$ cat src/rtl/gol_pkg.sv
// rtl/gol_pkg.sv - shared types, widths and torus index helper for the Game of Life board
package gol_pkg;

  typedef enum logic {
    S_IDLE = 1'b0,
    S_LOAD = 1'b1
  } gol_state_t;

  localparam int NBR_W = 4;

  // Row-major index of (row, col) with both coordinates folded onto the torus.
  function automatic int wrap_idx(input int row, input int col, input int n);
    int r;
    int c;
    r = ((row % n) + n) % n;
    c = ((col % n) + n) % n;
    return r * n + c;
  endfunction

endpackage

$ cat src/rtl/gol_board_if.sv
// rtl/gol_board_if.sv - load/step controls and board status between a controller and gol_board
interface gol_board_if #(
  parameter int N     = 8,
  parameter int GEN_W = 16
);

  logic             load_start;
  logic             load_valid;
  logic             load_bit;
  logic             step;
  logic [N*N-1:0]   cells;
  logic             busy;
  logic [GEN_W-1:0] generation;
  logic             stable;
  logic             extinct;

  modport master (
    output load_start, load_valid, load_bit, step,
    input  cells, busy, generation, stable, extinct
  );

  modport slave (
    input  load_start, load_valid, load_bit, step,
    output cells, busy, generation, stable, extinct
  );

endinterface

$ cat src/rtl/gol_cell_next.sv
// rtl/gol_cell_next.sv - B3/S23 next-state for one cell from its 8 neighbours
module gol_cell_next
  import gol_pkg::*;
(
  input  logic [7:0] nbr,
  input  logic       cur,
  output logic       nxt
);

  function automatic logic [3:0] adder3(input logic [2:0] a, input logic [2:0] b, input logic cin);
    logic [3:0] s;
    logic       c;
    c = cin;
    for (int k = 0; k < 3; k++) begin
      s[k] = a[k] ^ b[k] ^ c;
      c    = (a[k] & b[k]) | (c & (a[k] ^ b[k]));
    end
    s[3] = c;
    return s;
  endfunction

  logic [3:0]       sum_lo_full;
  logic [3:0]       sum_hi_full;
  logic [2:0]       sum_lo;
  logic [2:0]       sum_hi;
  logic [NBR_W-1:0] count;
  logic             unused_carry;

  // Each group of four neighbours: a half-adder pair, the third bit as an operand, the fourth as carry-in.
  assign sum_lo_full = adder3({1'b0, nbr[0] & nbr[1], nbr[0] ^ nbr[1]}, {2'b00, nbr[2]}, nbr[3]);
  assign sum_hi_full = adder3({1'b0, nbr[4] & nbr[5], nbr[4] ^ nbr[5]}, {2'b00, nbr[6]}, nbr[7]);
  assign sum_lo      = sum_lo_full[2:0];
  assign sum_hi      = sum_hi_full[2:0];
  assign unused_carry = sum_lo_full[3] | sum_hi_full[3];

  assign count = adder3(sum_lo, sum_hi, 1'b0);
  assign nxt   = (count == NBR_W'(3)) || (cur && (count == NBR_W'(2)));

endmodule

$ cat src/rtl/gol_board.sv
// rtl/gol_board.sv - toroidal Game of Life board: serial pattern load, one generation per step
module gol_board
  import gol_pkg::*;
#(
  parameter int N     = 8,
  parameter int GEN_W = 16
) (
  input logic        clk,
  input logic        rst_n,
  gol_board_if.slave bus
);

  localparam int             CELLS = N * N;
  localparam int             CNT_W = $clog2(CELLS);
  localparam logic [CNT_W-1:0] LAST_BIT = CNT_W'(CELLS - 1);

  gol_state_t       state;
  logic [CNT_W-1:0] load_cnt;
  logic [CELLS-1:0] cells_q;
  logic [CELLS-1:0] next_cells;
  logic [GEN_W-1:0] gen_q;
  logic             stable_q;

  for (genvar r = 0; r < N; r++) begin : g_row
    for (genvar c = 0; c < N; c++) begin : g_col
      logic [7:0] nbr;

      assign nbr = {cells_q[wrap_idx(r - 1, c - 1, N)],
                    cells_q[wrap_idx(r - 1, c,     N)],
                    cells_q[wrap_idx(r - 1, c + 1, N)],
                    cells_q[wrap_idx(r,     c - 1, N)],
                    cells_q[wrap_idx(r,     c + 1, N)],
                    cells_q[wrap_idx(r + 1, c - 1, N)],
                    cells_q[wrap_idx(r + 1, c,     N)],
                    cells_q[wrap_idx(r + 1, c + 1, N)]};

      gol_cell_next u_cell (
        .nbr (nbr),
        .cur (cells_q[r * N + c]),
        .nxt (next_cells[r * N + c])
      );
    end
  end

  always_ff @(posedge clk or negedge rst_n) begin
    if (!rst_n) begin
      state    <= S_IDLE;
      load_cnt <= '0;
      cells_q  <= '0;
      gen_q    <= '0;
      stable_q <= 1'b0;
    end else begin
      case (state)
        S_IDLE: begin
          // Load outranks step when both arrive together.
          if (bus.load_start) begin
            state    <= S_LOAD;
            load_cnt <= '0;
            gen_q    <= '0;
            stable_q <= 1'b0;
          end else if (bus.step) begin
            cells_q  <= next_cells;
            gen_q    <= gen_q + GEN_W'(1);
            stable_q <= (next_cells == cells_q);
          end
        end
        S_LOAD: begin
          // Bits enter at the top and shift down, so bit k ends in cells[k] after the last one.
          if (bus.load_valid) begin
            cells_q <= {bus.load_bit, cells_q[CELLS-1:1]};
            if (load_cnt == LAST_BIT) begin
              state    <= S_IDLE;
              load_cnt <= '0;
            end else begin
              load_cnt <= load_cnt + CNT_W'(1);
            end
          end
        end
        default: state <= S_IDLE;
      endcase
    end
  end

  assign bus.cells      = cells_q;
  assign bus.busy       = (state == S_LOAD);
  assign bus.generation = gen_q;
  assign bus.stable     = stable_q;
  assign bus.extinct    = ~|cells_q;

endmodule

$ cat src/flat_wrapper.sv
// flat-port wrapper written by rule: the top's interface ports become plain ports
module gol_board_flat import gol_pkg::*;
#(
  parameter int N     = 8,
  parameter int GEN_W = 16
)
  (clk, rst_n, bus_load_start, bus_load_valid, bus_load_bit, bus_step, bus_cells, bus_busy, bus_generation, bus_stable, bus_extinct);
  gol_board_if #(.N(N), .GEN_W(GEN_W)) bus_i ();
  input logic clk;
  input logic rst_n;
  input wire logic [$bits(bus_i.load_start)-1:0] bus_load_start;
  input wire logic [$bits(bus_i.load_valid)-1:0] bus_load_valid;
  input wire logic [$bits(bus_i.load_bit)-1:0] bus_load_bit;
  input wire logic [$bits(bus_i.step)-1:0] bus_step;
  output wire logic [$bits(bus_i.cells)-1:0] bus_cells;
  output wire logic [$bits(bus_i.busy)-1:0] bus_busy;
  output wire logic [$bits(bus_i.generation)-1:0] bus_generation;
  output wire logic [$bits(bus_i.stable)-1:0] bus_stable;
  output wire logic [$bits(bus_i.extinct)-1:0] bus_extinct;
  assign bus_i.load_start = bus_load_start;
  assign bus_i.load_valid = bus_load_valid;
  assign bus_i.load_bit = bus_load_bit;
  assign bus_i.step = bus_step;
  assign bus_cells = bus_i.cells;
  assign bus_busy = bus_i.busy;
  assign bus_generation = bus_i.generation;
  assign bus_stable = bus_i.stable;
  assign bus_extinct = bus_i.extinct;
  gol_board #(.N(N), .GEN_W(GEN_W)) u_core (.clk(clk), .rst_n(rst_n), .bus(bus_i));
endmodule
$ cat config.mk
export PLATFORM = sky130hd
export DESIGN_NAME = gol_board_flat
export DESIGN_NICKNAME = d
export VERILOG_FILES = /design/src/rtl/gol_pkg.sv /design/src/rtl/gol_board_if.sv /design/src/rtl/gol_cell_next.sv /design/src/rtl/gol_board.sv /design/src/flat_wrapper.sv
export SDC_FILE = /design/constraint.sdc
export NUM_CORES = 1
export LEC_CHECK = 0
export CAP_MARGIN = 30
export CELL_PAD_IN_SITES_DETAIL_PLACEMENT = 2
export CELL_PAD_IN_SITES_GLOBAL_PLACEMENT = 2
export CORE_ASPECT_RATIO = 1.1
export CORE_MARGIN = 3
export CORE_UTILIZATION = 30
export DETAILED_ROUTE_END_ITERATION = 8
export GPL_TIMING_DRIVEN = 0
export PLACE_DENSITY = 0.7
export SETUP_SLACK_MARGIN = 0.4
export SYNTH_ARGS = -nofsm -noshare
export SYNTH_HDL_FRONTEND = slang
export SYNTH_SLANG_ARGS = --single-unit
$ cat constraint.sdc
create_clock -name clk -period 4.7 [get_ports clk]
set_clock_uncertainty 0.2 [all_clocks]
set_input_delay 0.94 -clock clk [delete_from_list [all_inputs] [get_ports clk]]
set_output_delay 0.94 -clock clk [all_outputs]
set_load 0.1 [all_outputs]
# ---- After elaboration in Yosys (flattened, before gate mapping)
# Cells that the tools add are included.
dict set report op_classes {
  add_sub_neg 2
  eq_ne 134
  mux 16
  bitwise_logic 1921
  reduce_logical 134
}
# cell count
set ops {}
lappend ops {{$and 1x1->1} 832}
lappend ops {{$xor 1x1->1} 832}
lappend ops {{$eq 4x2->1 const B} 128}
lappend ops {{$or 1x1->1} 256}
lappend ops {{$mux 64} 3}
lappend ops {{$pmux 64 s2} 1}
lappend ops {{$eq 64x64->1} 1}
lappend ops {{$logic_and 1x1->1} 64}
lappend ops {{$logic_or 1x1->1} 64}
lappend ops {{$reduce_or 64->1} 1}
lappend ops {{$mux 16} 2}
lappend ops {{$mux 6} 3}
lappend ops {{$add 16x1->16 const B} 1}
lappend ops {{$pmux 6 s2} 1}
lappend ops {{$ne 2x2->1 const B} 4}
lappend ops {{$add 6x1->6 const B} 1}
lappend ops {{$eq 6x6->1 const B} 1}
lappend ops {{$mux 1} 5}
lappend ops {{$reduce_and 2->1} 2}
lappend ops {{$reduce_and 3->1} 1}
lappend ops {{$pmux 1 s2} 1}
lappend ops {{$reduce_bool 2->1} 1}
lappend ops {{$logic_not 1->1} 1}
lappend ops {{$not 1->1} 1}
dict set report word_totals {
  regBits 88
  input_bits 6
  out_inout_bits 83
  word_cells 2212
}

# ---- Longest topological paths before layout
dict set report depth {
  depth_word 16
  depth_mapped 15
  depth_no_buf 15
}

# ---- By module
# Synthesis repeated with hierarchy kept, for this count alone.
dict set report hier_totals {
  cells_unflattened 2248
  area_unflattened_um2 18813.0
}
# module n_inst cells_each area_per_inst_um2 seq_area_each_um2
set modules_own_cells {}
lappend modules_own_cells {gol_cell_next 64 27 216.5 0.0}
lappend modules_own_cells {gol_board 1 520 4959.8 2202.1}

# ---- Worst setup path after synthesis
# No wires, ideal clock.
dict set report synth_timing {
  path_kind {register to register}
  from {register u_core.cells_q[19] (netlist: u_core.bus.cells[19])}
  to {register u_core.stable_q (netlist: u_core.bus.stable)}
  setup_ns 0.092
  t_arrival_ns 3.941
  required_ns 4.408
  path_slack_ns 0.467
  stages_incl_launch_ff 16
  path_buffers 0
  period_less_slack_ns 4.233
  cell_sequence {dfrtp_1 > inv_1 > ha_1 > inv_1 > fa_1 > inv_1 > ha_1 > inv_1 > fa_1 > fa_1 > nand3b_4 > a22o_1 > or4b_4 > nor4b_2 > nand4_1 > o31ai_2}
}
dict set report synth_via {
  elab_chain_cells 16
  elab_cells_between_ends 193
  classes_between {eq/ne: 17; mux: 2; bitwise: 156; reduce/logical: 18}
}
# element line
set synth_rtl {}
lappend synth_rtl {{start: declaration} gol_board.sv:19} ;# logic [CELLS-1:0] cells_q;
lappend synth_rtl {{start signal: assignment} gol_board.sv:62} ;# cells_q <= next_cells;
lappend synth_rtl {{start signal: assignment} gol_board.sv:70} ;# cells_q <= {bus.load_bit, cells_q[CELLS-1:1]};
lappend synth_rtl {{$xor 1x1->1 (on tied branches)} {gol_cell_next.sv:30, gol_cell_next.sv:31}}
lappend synth_rtl {{$xor 1x1->1} {gol_cell_next.sv:15, gol_cell_next.sv:16}}
lappend synth_rtl {{$and 1x1->1} gol_cell_next.sv:16} ;# c = (a[k] & b[k]) | (c & (a[k] ^ b[k]));
lappend synth_rtl {{$or 1x1->1} gol_cell_next.sv:16}
lappend synth_rtl {{$xor 1x1->1} gol_cell_next.sv:15} ;# s[k] = a[k] ^ b[k] ^ c;
lappend synth_rtl {{$xor 1x1->1} {gol_cell_next.sv:15, gol_cell_next.sv:16}}
lappend synth_rtl {{$and 1x1->1} gol_cell_next.sv:16}
lappend synth_rtl {{$or 1x1->1} gol_cell_next.sv:16}
lappend synth_rtl {{$and 1x1->1} gol_cell_next.sv:16}
lappend synth_rtl {{$or 1x1->1} gol_cell_next.sv:16}
lappend synth_rtl {{$eq 4x2->1} gol_cell_next.sv:37} ;# assign nxt = (count == NBR_W'(3)) || (cur && (count == NBR_W'(2)));
lappend synth_rtl {{$logic_and 1x1->1} gol_cell_next.sv:37}
lappend synth_rtl {{$logic_or 1x1->1} gol_cell_next.sv:37}
lappend synth_rtl {{$eq 64x64->1 (*)} gol_board.sv:64} ;# stable_q <= (next_cells == cells_q);
lappend synth_rtl {{$mux 1 (*)} gol_board.sv:61} ;# end else if (bus.step) begin
lappend synth_rtl {{$mux 1 (*)} gol_board.sv:56} ;# if (bus.load_start) begin
lappend synth_rtl {{end signal: assignment} gol_board.sv:64}
lappend synth_rtl {{end: declaration} gol_board.sv:22} ;# logic stable_q;
# Mark *: on every way between the ends. The rest lies on a longest branch, timed or not. The select of a mux whose other input is x is not followed.
# A chain may end at the register's enable or synchronous reset.

# ---- Final worst setup path
dict set report layout_timing {
  from {register u_core.cells_q[27] (netlist: u_core.bus.cells[27])}
  to {register u_core.stable_q (netlist: u_core.bus.stable)}
}
# Same word-level chain as after synthesis.

==> flow_summary.ini <==
[sta]
grt_setup_unrepaired = true
slew_viol_final = 0
worst_pin_slew_ns = 1.08
final.period_utilization_pct = 99.0
final-hold-violation-count = 0
max_slew_margin_pct = 28.2
setup_viol = 0
setup_tns_ns = 0
clock.fmax_mhz = 215
fin_crit_ns = 4.65

[clock_tree]
h-tree-depth = 3
cts_tree = yes
clk_pin_slew_ns = 0.08
root_buffer = clkbuf_16
cts_inserted_buffers = 9
insertion_delay_ns = 0.40
hold_buffers = 0
cts.sinks = 88
clk_path_buf_depth = 2

[synthesis]
synthFlopType = dfrtp_1
async_flop_share_pct = 100
yosysTopAreaCell = fa_1
yosysMostFrequentCell = inv_1
ys_types = 62
synthesis.area_sq_mm = 0.0192
yosys_warnings = 0
avgSynthCellArea_sq_um = 8.80
syn_inst = 2178
ys_ff_latch = 88
yosysSeqAreaShare_pct = 11.5
synthTopCellsByCount = 782 x inv_1, 354 x ha_1, 256 x fa_1, 88 x dfrtp_1, 78 x nand2_1
synth_edf_count = 0
synth_nets = 2794
synth_top_area_share_pct = 26.7
yosys-top-cells-area = fa_1 27%, ha_1 23%, inv_1 15%, dfrtp_1 11%, buf_4 2.5%

[drt]
routed-via-count = 17154
via_per_inst = 5.20
drcViolationCount = 0
ant_nets = 0
drt_iter0_drc = 1163
wl_um = 92700
wire_per_inst_um = 28.1
first_pass_iters = 5

[worst_setup_path]
r2r_slack_ns = 0.05
crit_path_start_kind = register
r2r-start = u_core.bus.cells[27]
r2r_cells = 15
crit_path_cell_trace = buf_12, ha_1, inv_1, fa_1, inv_1, ha_1, inv_1, fa_1, fa_1, and3b_2, a2bb2oi_2, or4b_4, nor4b_4, nand4_1, o31ai_2
arrival_ns = 4.77
cp_data_required_time_ns = 4.81
crit_type = register to register
slowest_stage = dfrtp_4
crit_fanout = 4
end_kind = register
r2r_end = u_core.bus.stable
max_stage_delay_ns = 0.54

[worst_hold_path]
hold_path_depth = 1
min_from = u_core.load_cnt[5]
hold_end = u_core.load_cnt[5]
hp-class = register to register

[global_route]
antenna_found_initial = 0
grt_max_degree = 51
grt_first_pass_wirelength_um = 135000
grt.total_usage_pct = 28.1
grt_pass1_vias = 19418
grt_overflow = 0

[floorplan]
die_h_um = 271
std_cell_rows = 96
core-area_sq_mm = 0.0628
start_util_pct = 30.5
dieArea_sq_mm = 0.0670
num_io_pins = 89
die_x_um = 247

[finish]
antennaDiodeCount = 0
seq_area_sq_mm = 0.00234
multiInputGateArea_sq_mm = 0.0136
fin_nets = 3080
area_delta_synth_final_pct = 23.2
layout-drive-gt1-share_pct = 17.6
fillers = 6925

[flow_run]
drv_cap = 0

[place]
place.gp.congestion = 0.906
io_buffer_count = 87
hpwl_um = 66100

[outcome]
outcome = finished clean
==> through the flow <==
stage	setup slack, ns	area (sq um)	cells	util [%]	hold slack (ns)
after global routing	-0.0698	23600	3302	37.6	0.313
final	0.0453	23600	3302	37.6	0.290
after floorplan	0.467	19200	2178	-	0.245
after CTS	0.195	23600	3301	37.5	0.293
after global placement	-1.85	21100	3098	33.6	0.269
after detailed placement	-1.15	21200	3102	33.7	0.276
==> cell type report <==
class	count	share of cell area, %
Sequential cell	88	9.90
Multi-Input combinational cell	1205	57.5
Inverter	783	13.4
Buffer	102	2.69
Tap cell	833	4.41
Clock buffer	11	1.07
Clock inverter	5	0.434
Timing Repair Buffer	275	10.6
==> placed cells by master (no fill, tap or decap), types with 6 or more instances in the layout <==
cell type,netlist,final
nor2_1,42,42
clkbuf_1,28,26
ha_1,354,351
nor3b_1,7,7
buf_1,7,7
clkbuf_16,0,9
mux2i_1,44,44
nand4_1,17,17
o211a_1,18,18
inv_1,782,723
dfrtp_4,0,24
nand2_1,78,76
a21oi_1,75,75
nor3_1,33,31
fa_1,256,253
clkdlybuf4s50_1,0,85
nand3b_1,33,33
a211oi_1,22,22
o22ai_1,26,25
a22oi_1,9,8
and3b_2,0,6
dfrtp_2,0,38
a2bb2oi_1,8,6
buf_12,0,13
and3b_1,28,22
buf_4,64,232
dfrtp_1,88,26
nand3_1,9,9
o21ai_0,58,58
clkinvlp_4,0,60
a222oi_1,10,10
==> state kept, by name, indices dropped and copies added (netlist names) <==
register and count:
u_core.load_cnt 6, u_core.bus.generation 16, u_core.bus.busy 1, u_core.bus.stable 1
u_core.bus.cells 64
==> critical path: cells and delay by family (launching register included) <==
family,cells,cell delay (ns)
simple gates,4,1.16
fa+ha+maj,5,1.86
flops,1,0.54
compound gates,2,0.44
buf+inv,4,0.36
==> kinds of logic (layout without fill, tap and decap cells) <==
family	Yosys count	after routing	synth area share (%)
compound gates	260	260	8.91
xor+xnor	3	3	0.137
fa+ha+maj	610	610	49.8
buf+inv	885	1176	18.6
flops	88	88	11.5
mux	44	44	2.30
simple gates	288	288	8.74
==> layer usage <==
metal | wire length, um | track usage (%) | vias up
met5 | 0 | 0 | -
met4 | 5200 | 13.6 | 0
met3 | 5510 | 3.92 | 202
met2 | 45500 | 48.7 | 576
met1 | 36400 | 34.1 | 9124
li1 | - | - | 7252
==> worst max path at each step <==
stage                                end            startpoint  cells past startpoint  slack, ns
floorplan              u_core.bus.stable  u_core.bus.cells[19]                     15       0.47
global placement    u_core.bus.cells[19]                 rst_n                      1      -1.85
detailed placement     u_core.bus.stable  u_core.bus.cells[27]                     15      -1.15
CTS                    u_core.bus.stable  u_core.bus.cells[17]                     15       0.19
global route           u_core.bus.stable  u_core.bus.cells[34]                     15      -0.07
finish                 u_core.bus.stable  u_core.bus.cells[27]                     15       0.05
==> repair_timing <==
action                     in CTS  in global routing
pin swaps                      17                  5
setup endpoints to repair      22                  5
resized for setup             188                  7
setup buffers                 183                  0
Power is left out: the tool's default activity adds up to more than one toggle a clock period on the data nets, which glitch-free logic cannot reach.
